[src/rtl/handshake_pkg.sv]
// Shared helpers for valid/ready arbiters in the dataflow fabric.
// Request bundles are NUM_REQ-wide vectors, bit i = channel i.
package handshake_pkg;

  function automatic int unsigned clog2_min1(input int unsigned n);
    int unsigned w;
    w = 0;
    while ((1 << w) < n) w++;
    return (w == 0) ? 1 : w;
  endfunction

endpackage

[src/rtl/rr_priority_pick.sv]
// Round-robin first-one search starting at ptr_i, wrapping mod N.
// Reusable by any shared-unit arbiter.
module rr_priority_pick
  import handshake_pkg::*;
#(
  parameter int N  = 4,
  parameter int IW = clog2_min1(N)
) (
  input  logic [N-1:0]  req_i,
  input  logic [IW-1:0] ptr_i,
  output logic [N-1:0]  gnt_o,
  output logic [IW-1:0] idx_o,
  output logic          any_o
);

  always_comb begin
    int j;
    gnt_o = '0;
    idx_o = '0;
    any_o = 1'b0;
    for (int k = 0; k < N; k++) begin
      j = int'(ptr_i) + k;
      if (j >= N) j = j - N;
      if (!any_o && req_i[j]) begin
        any_o    = 1'b1;
        gnt_o[j] = 1'b1;
        idx_o    = IW'(j);
      end
    end
  end

endmodule

[src/rtl/handshake_const_arbiter.sv]
// Round-robin shared constant source with a one-entry output
// register; pass-through load keeps full throughput.
module handshake_const_arbiter
  import handshake_pkg::*;
#(
  parameter int NUM_REQ    = 4,
  parameter int DATA_WIDTH = 32,
  parameter logic [NUM_REQ*DATA_WIDTH-1:0] CONST_TABLE =
    128'hFFFFFFFF_000260E6_00000001_00000000,
  localparam int IDX_W = clog2_min1(NUM_REQ)
) (
  input  logic                  clk,
  input  logic                  rst,
  input  logic [NUM_REQ-1:0]    ctrl_valid,
  output logic [NUM_REQ-1:0]    ctrl_ready,
  output logic [DATA_WIDTH-1:0] outs,
  output logic [IDX_W-1:0]      outs_index,
  output logic                  outs_valid,
  input  logic                  outs_ready
);

  logic                  valid_q, valid_d;
  logic [DATA_WIDTH-1:0] data_q, data_d;
  logic [IDX_W-1:0]      idx_q, idx_d;
  logic [IDX_W-1:0]      ptr_q, ptr_d;

  logic [NUM_REQ-1:0] pick_gnt;
  logic [IDX_W-1:0]   pick_idx;
  logic               pick_any;
  logic               load_en;
  logic               grant;

  rr_priority_pick #(
    .N  (NUM_REQ),
    .IW (IDX_W)
  ) u_pick (
    .req_i (ctrl_valid),
    .ptr_i (ptr_q),
    .gnt_o (pick_gnt),
    .idx_o (pick_idx),
    .any_o (pick_any)
  );

  assign load_en = !valid_q || outs_ready;
  // Gate on rst so no token is accepted while reset is held.
  assign grant   = load_en && pick_any && rst;

  assign ctrl_ready = grant ? pick_gnt : '0;

  always_comb begin
    valid_d = valid_q;
    data_d  = data_q;
    idx_d   = idx_q;
    ptr_d   = ptr_q;
    if (grant) begin
      valid_d = 1'b1;
      data_d  = CONST_TABLE[pick_idx*DATA_WIDTH +: DATA_WIDTH];
      idx_d   = pick_idx;
      ptr_d   = (pick_idx == IDX_W'(NUM_REQ - 1)) ? '0
                                                  : pick_idx + 1'b1;
    end else if (outs_ready) begin
      valid_d = 1'b0;
    end
  end

  always_ff @(posedge clk or negedge rst) begin
    if (!rst) begin
      valid_q <= 1'b0;
      data_q  <= '0;
      idx_q   <= '0;
      ptr_q   <= '0;
    end else begin
      valid_q <= valid_d;
      data_q  <= data_d;
      idx_q   <= idx_d;
      ptr_q   <= ptr_d;
    end
  end

  assign outs       = data_q;
  assign outs_index = idx_q;
  assign outs_valid = valid_q;

endmodule

[config.mk]
export PLATFORM = sky130hd
export DESIGN_NAME = handshake_const_arbiter
export DESIGN_NICKNAME = d
export VERILOG_FILES = /design/src/rtl/handshake_pkg.sv /design/src/rtl/rr_priority_pick.sv /design/src/rtl/handshake_const_arbiter.sv
export SDC_FILE = /design/constraint.sdc
export NUM_CORES = 1
export LEC_CHECK = 0
export BUFFER_PORTS_ARGS = -buffer_cell sky130_fd_sc_hd__buf_2
export CAP_MARGIN = 10
export CORE_MARGIN = 3
export CORE_UTILIZATION = 49
export DETAILED_ROUTE_END_ITERATION = 6
export GPL_TIMING_DRIVEN = 0
export PLACE_DENSITY = 0.81
export SYNTH_ARGS = -nofsm -noshare
export SYNTH_HDL_FRONTEND = slang
export SYNTH_SLANG_ARGS = --single-unit
[constraint.sdc]
create_clock -name clk -period 5 [get_ports clk]
set_input_delay 0.75 -clock clk [delete_from_list [all_inputs] [get_ports clk]]
set_output_delay 0.75 -clock clk [all_outputs]
set_load 0.005 [all_outputs]
* Yosys cells after proc, flatten, opt, wreduce, memory -nomap -nowiden *
Index checks and enable logic that the tools add are counted.

storage, ports and cells
  register bits after elaboration = 37
  latch bits = 0
  bits in writable memories = 0
  bits in read-only memories = 0
  input bits = 7
  output and inout bits = 39
  word-level logic and storage cells = 84
  memories = 0

cells by class
  add/subtract/negate cells = 8
  multiply operators = 0
  divide/modulo/power cells = 0
  order comparisons = 12
  equality and inequality tests = 1
  shifts and indexed selects = 1
  mux-type cells = 40
  bitwise operators = 3
  reductions and logical operators = 15

operator list
  kind                                                                 count
  greater-or-equal comparator 32 x 1 -> 1 bit (second input constant)  4
  < comparator 32 x 4 -> 1 bit (second input constant)                 4
  2-to-1 mux 32 bit                                                    4
  indexed part select 128 x 8 -> 32 bit (first input constant)         1
  greater-or-equal comparator 32 x 4 -> 1 bit (second input constant)  3
  subtractor 32 x 4 -> 32 bit (second input constant)                  3
  2-to-1 mux 4 bit                                                     5
  2-to-1 mux 1 bit                                                     18
  bitwise OR 4 bit                                                     3
  2-to-1 mux 2 bit                                                     5
  logical AND 1 bit                                                    9
  binary-select mux 1 bit (select 2 bit)                               4
  demux 1 bit (select 2 bit)                                           4
  adder 2 x 2 -> 3 bit (second input constant)                         2
  logical NOT 1 bit                                                    4
  subtractor 2 x 3 -> 4 bit (second input constant)                    1
  adder 2 x 1 -> 3 bit (second input constant)                         1
  greater-or-equal comparator 2 x 3 -> 1 bit (second input constant)   1
  adder 2 x 1 -> 2 bit (second input constant)                         1
  == test 2 bit (second input constant)                                1
  nonzero test 2 bit                                                   1
  logical OR 1 bit                                                     1

* Depth between registers and ports, before layout *
  depth in word-level cells = 18
  mapped depth = 10
  depth with buffers taken out = 9

* Cells and area by module *
A second synthesis with hierarchy kept.

second synthesis, totals
  cells, all modules = 101
  area total of the unflattened synthesis = 978.4 um2

by module, submodules not included
  module                   instances  cells each  area each (um2)  seq. area each (um2)
  handshake_const_arbiter  1          53          518.0            150.1
  rr_priority_pick         1          48          460.4            0.0

* Worst setup path before layout *
Ideal clock, no wire load.

  path kind = reg-to-output
  from = register ptr_q[0]
  to = output ctrl_ready[0]
  data arrival time = 2.279 ns
  data required time = 4.250 ns
  slack = 1.971 ns
  cell stages (with the launch flop) = 7
  buffers on the path = 1
  cell sequence = dfrtp_1 buf_2 inv_1 ha_1 mux4_2 a221o_1 a32o_1

between the ends
  cells in the longest elaborated chain, start to end = 18
  elaborated cells on any way between the ends = 67
  those cells by class = add/sub: 7; order compare: 12; mux: 33; bitwise: 3; reduce/logical: 12

ends and longest elaborated chain
  item                                                                  RTL line                       source
  from (decl)                                                           handshake_const_arbiter.sv:25  logic [IDX_W-1:0] ptr_q, ptr_d;
  from (signal assigned)                                                handshake_const_arbiter.sv:76  ptr_q <= ptr_d;
  branches (longest 17 deep; another with subtractor 32 x 4 -> 32 bit)  --
  2-to-1 mux 4 bit (*)                                                  handshake_const_arbiter.sv:48  assign ctrl_ready = grant ? pick_gnt : '0;
  to (decl)                                                             handshake_const_arbiter.sv:15  output logic [NUM_REQ-1:0] ctrl_ready,

Mark *: on every way between the ends. The select of a mux whose other input is x is not followed.

* Worst setup path after layout *
  from = register ptr_q[0]
  to = output ctrl_ready[3]

The elaborated chain is that of the path after synthesis.

==> flow_metrics.py <==
metrics = {
    "floorplan": {
        "design.die.area_sq_um": 2500,
        "top_level_ports": 46,
        "core_region_area_sq_um": 1783,
        "number_of_rows_created_at_floorplan": 15,
        "die-width_um": 50.00,
        "die_y_extent_um": 50.00,
        "initial_utilization": 0.5319,
    },
    "global_route": {
        "grt_max_degree": 25,
        "grt_pass1_wl_mm": 3.339,
        "first_global_vias": 722,
        "antenna_found_initial": 0,
        "globalRouteOverflowTotal": 0,
        "grt_use_total": 0.1717,
    },
    "yosys": {
        "synthDistinctLibCells": 34,
        "synth_ff_type": "sky130_fd_sc_hd__dfrtp_1",
        "synth_top_area_cell": "sky130_fd_sc_hd__buf_4",
        "netlist_instances": 105,
        "yosysSeqAreaShare": 0.1583,
        "mappedNetlistNets": 117,
        "number_of_synthesized_flops_with_an_enable_pin": 0,
        "postSynthAreaPerCell_sq_um": 9.032,
        "number_of_warnings_reported_in_the_yosys_synthesis_log": 0,
        "synth_top_cell_area_share": 0.2533,
        "post_synthesis_async_set_or_reset_flop_share": 1.000,
        "total_of_flip_flops_plus_latches_after_synthesis": 6,
        "cells_taking_the_most_area_after_synthesis": "sky130_fd_sc_hd__buf_4 (25%), sky130_fd_sc_hd__dfrtp_1 (16%), sky130_fd_sc_hd__mux4_2 (7.1%)",
        "post_synth_design_cell_area_sq_um": 948.4,
    },
    "sta": {
        "period_minus_slack_ns": 3.601,
        "final_hold_viol_count": 0,
        "final.setup_skew_ns": 0.006733,
        "timing_worst_slew_pin_value_ns": 0.6475,
        "report.final.slew_viol_count": 0,
        "setup_total_negative_slack_ns": 0,
        "timing.max_slew.rel_slack": 0.5683,
        "fin_ws_ns": 1.399,
        "max_freq_mhz": 277.7,
        "rsz0062_at_grt": "no",
        "setup_viol_count_final": 0,
        "final.period_utilization": 0.7201,
    },
    "worst_setup_path": {
        "cp.buffers_inverters": 3,
        "r2r_slack_ns": 2.14,
        "critPathKind": "reg -> out",
        "timing.critical_path.required_ns": 4.25,
        "setup.worst_path.start_class": "register",
        "cp_top_family": "compound AO/OA/AOI/OAI gates",
        "critPathLaunch": "ptr_q[0]",
        "worst_path_max_delay_cell": "sky130_fd_sc_hd__mux4_2",
        "worst_r2r_startpoint": "ptr_q[0]",
        "worstReg2RegEnd": "ptr_q[1]",
        "critical_path.cell_chain": "buf_2, inv_1, ha_1, mux4_2, a221o_1, a32o_1, buf_2",
        "critical_path_arrival_ns": 2.85,
        "worst_case_reg_to_reg_path_depth": 10,
        "worst_setup_path_end_kind": "primary output",
        "highest_cell_delay_on_the_worst_timing_path_ns": 0.60,
        "crit_top_cell": "sky130_fd_sc_hd__buf_2",
        "worstPathMaxFanout": 10,
    },
    "clock_tree": {
        "cts.path.max_buffers": 2,
        "cts_made_buffers": 3,
        "clock-root-buffer": "sky130_fd_sc_hd__clkbuf_4",
        "cts_tree": "built",
        "hold_buffers": 0,
        "cts_resized": 0,
        "clk_transition_reported_paths_ns": 0.05,
        "cts.htree.levels": 1,
        "worst_skew_pair.late_latency_ns": 0.25,
        "post-cts-setup-buffers": 0,
        "clock-sinks": 6,
    },
    "placed_design": {
        "detailedPlacementHpwl_mm": 1.614,
        "place.gp.congestion": 0.6855,
        "port-buffer-count": 41,
        "dp_cells": 171,
        "placement.setup.worst_slack_ns": 1.668,
    },
    "power": {
        "power.density_nw_per_um2": 650.5,
        "peak_supply_drop_mv": 0.3254,
        "cellLeakagePower_nw": 0.6809,
    },
    "final_layout": {
        "fillerInstances": 141,
        "nNetsFinal": 163,
        "regArea_sq_um": 150.1,
        "drive_above_1_share": 0.5906,
        "finalNonFillerCells": 174,
        "layout_area_growth_over_synthesis_pct": 27.31,
        "multiInputGateArea_sq_um": 496.7,
        "antenna_cells_inserted": 0,
    },
    "route": {
        "detailroute.via_count": 866,
        "detail_route.iter0.violations": 9,
        "first_pass_iteration_count_of_the_detailed_router": 4,
        "post_drt_wl_per_cell_um": 11.57,
        "final_ant_viol_nets": 0,
        "drt-total-wl_mm": 2.014,
        "post-route-drc-count": 0,
        "avgViaCountPerCell": 4.977,
    },
    "worst_hold_path": {
        "hold_path.class": "in -> async",
    },
    "flow_run": {
        "timing.max_cap.violations": 0,
    },
    "run_status": {
        "result_of_the_run": "completed",
    },
}
## cell families (layout without fill, tap and decap cells)
kind of cell             Yosys count  count (layout)  share of synthesized area
buffers and inverters             40              84                     0.3179
flip-flops                         6               6                     0.1583
multiplexers                       4               4                    0.08179
adder cells (fa/ha/maj)            5               5                    0.06596
AND/OR/NAND/NOR                   28              28                     0.1939
AO/OA/AOI/OAI                     21              21                     0.1728
XOR/XNOR                           1               1                   0.009237
## worst register-to-register path, delay by kind of cell, from the launching register on
family                   cells  cell delay [ns]
buffers and inverters        2             0.37
AND/OR/NAND/NOR              2             0.26
adder cells (fa/ha/maj)      2             0.62
flip-flops                   1             0.50
AO/OA/AOI/OAI                3             0.36
multiplexers                 1             0.60
## power breakdown
group | total (W) | internal (W) | switching, W
Sequential | 0.000124 | 0.0000691 | 0.0000546
Combinational | 0.000614 | 0.000382 | 0.000232
Clock | 0.0000474 | 0.0000273 | 0.0000201
## worst max-delay path by stage
| stage | end | slack, ns | depth (start not counted) |
|---|---|---|---|
| CTS | ctrl_ready[3] | 1.39 | 7 |
| floorplan | ctrl_ready[0] | 1.97 | 6 |
| global placement | ctrl_ready[2] | 1.70 | 7 |
| detailed placement | ctrl_ready[1] | 1.67 | 7 |
| global route | ctrl_ready[1] | 1.25 | 7 |
| finish | ctrl_ready[3] | 1.40 | 7 |
## metal layers
layer	global-route usage	routed length [um]
met5	0	0
met4	0.1106	57
met3	0.01813	157
met2	0.2761	948
met1	0.2148	851
## placed cells by master, fill, tap and decap left out
cell type / instances
sky130_fd_sc_hd__buf_2: 42
sky130_fd_sc_hd__buf_4: 32
sky130_fd_sc_hd__dfrtp_1: 6
sky130_fd_sc_hd__or2b_1: 5
sky130_fd_sc_hd__ha_1: 5
sky130_fd_sc_hd__buf_6: 4
sky130_fd_sc_hd__o21ai_0: 4
sky130_fd_sc_hd__a221o_1: 4
sky130_fd_sc_hd__a32o_1: 4
sky130_fd_sc_hd__nand2_1: 4
sky130_fd_sc_hd__nor2_1: 3
sky130_fd_sc_hd__and2_1: 3
sky130_fd_sc_hd__mux4_2: 3
sky130_fd_sc_hd__clkbuf_4: 3
sky130_fd_sc_hd__inv_1: 2
sky130_fd_sc_hd__nor3b_1: 2
sky130_fd_sc_hd__o211ai_1: 2
sky130_fd_sc_hd__nor2b_1: 2
sky130_fd_sc_hd__nand2b_1: 2
sky130_fd_sc_hd__a21oi_1: 2
sky130_fd_sc_hd__and3b_1: 1
sky130_fd_sc_hd__a221oi_1: 1
sky130_fd_sc_hd__mux2i_1: 1
sky130_fd_sc_hd__o22ai_1: 1
sky130_fd_sc_hd__and3b_2: 1
sky130_fd_sc_hd__nor3_1: 1
sky130_fd_sc_hd__nor2b_4: 1
sky130_fd_sc_hd__or3_4: 1
sky130_fd_sc_hd__nor4_1: 1
sky130_fd_sc_hd__o41ai_1: 1
sky130_fd_sc_hd__clkbuf_1: 1
sky130_fd_sc_hd__or2_2: 1
sky130_fd_sc_hd__xnor2_1: 1
sky130_fd_sc_hd__a22o_1: 1
sky130_fd_sc_hd__a31oi_1: 1
## synthesized netlist by cell type, drive strengths merged, types with 3 or more instances
master and count:
dfrtp 6, and2 3, nor2 3, a32o 4, o21ai 4, buf 37, nand2 4, or2b 5
mux4 3, ha 5, nor2b 3, a221o 4
## layout make-up
class / count / area share
inverters: 2 / 0.006218
plain buffers: 38 / 0.2435
multi-input cells: 59 / 0.4114
well taps: 25 / 0.02591
flip-flops and latches: 6 / 0.1244
clock buffers: 3 / 0.01865
repair buffers: 41 / 0.1699
## state kept, by name (all words and copies together), names as in the netlist
name        count
outs_valid      1
ptr_q           2
outs            3
## per-stage QoR
stage | instance area (sq um) | hold WS [ns] | utilization | power, W
6_report | 1207 | 0.3156 | 0.6772 | 0.0007854
5_1_grt | 1207 | 0.3284 | 0.6772 | 0.0008567
4_1_cts | 1207 | 0.3181 | 0.6772 | 0.0007939
3_5_place_dp | 1185 | 0.5751 | 0.6646 | 0.0007433
3_3_place_gp | 1185 | 0.5598 | 0.6646 | 0.0007231
2_1_floorplan | 948.4 | 0.4544 | - | 0.0005512
Power figures use the tool's default switching activity.
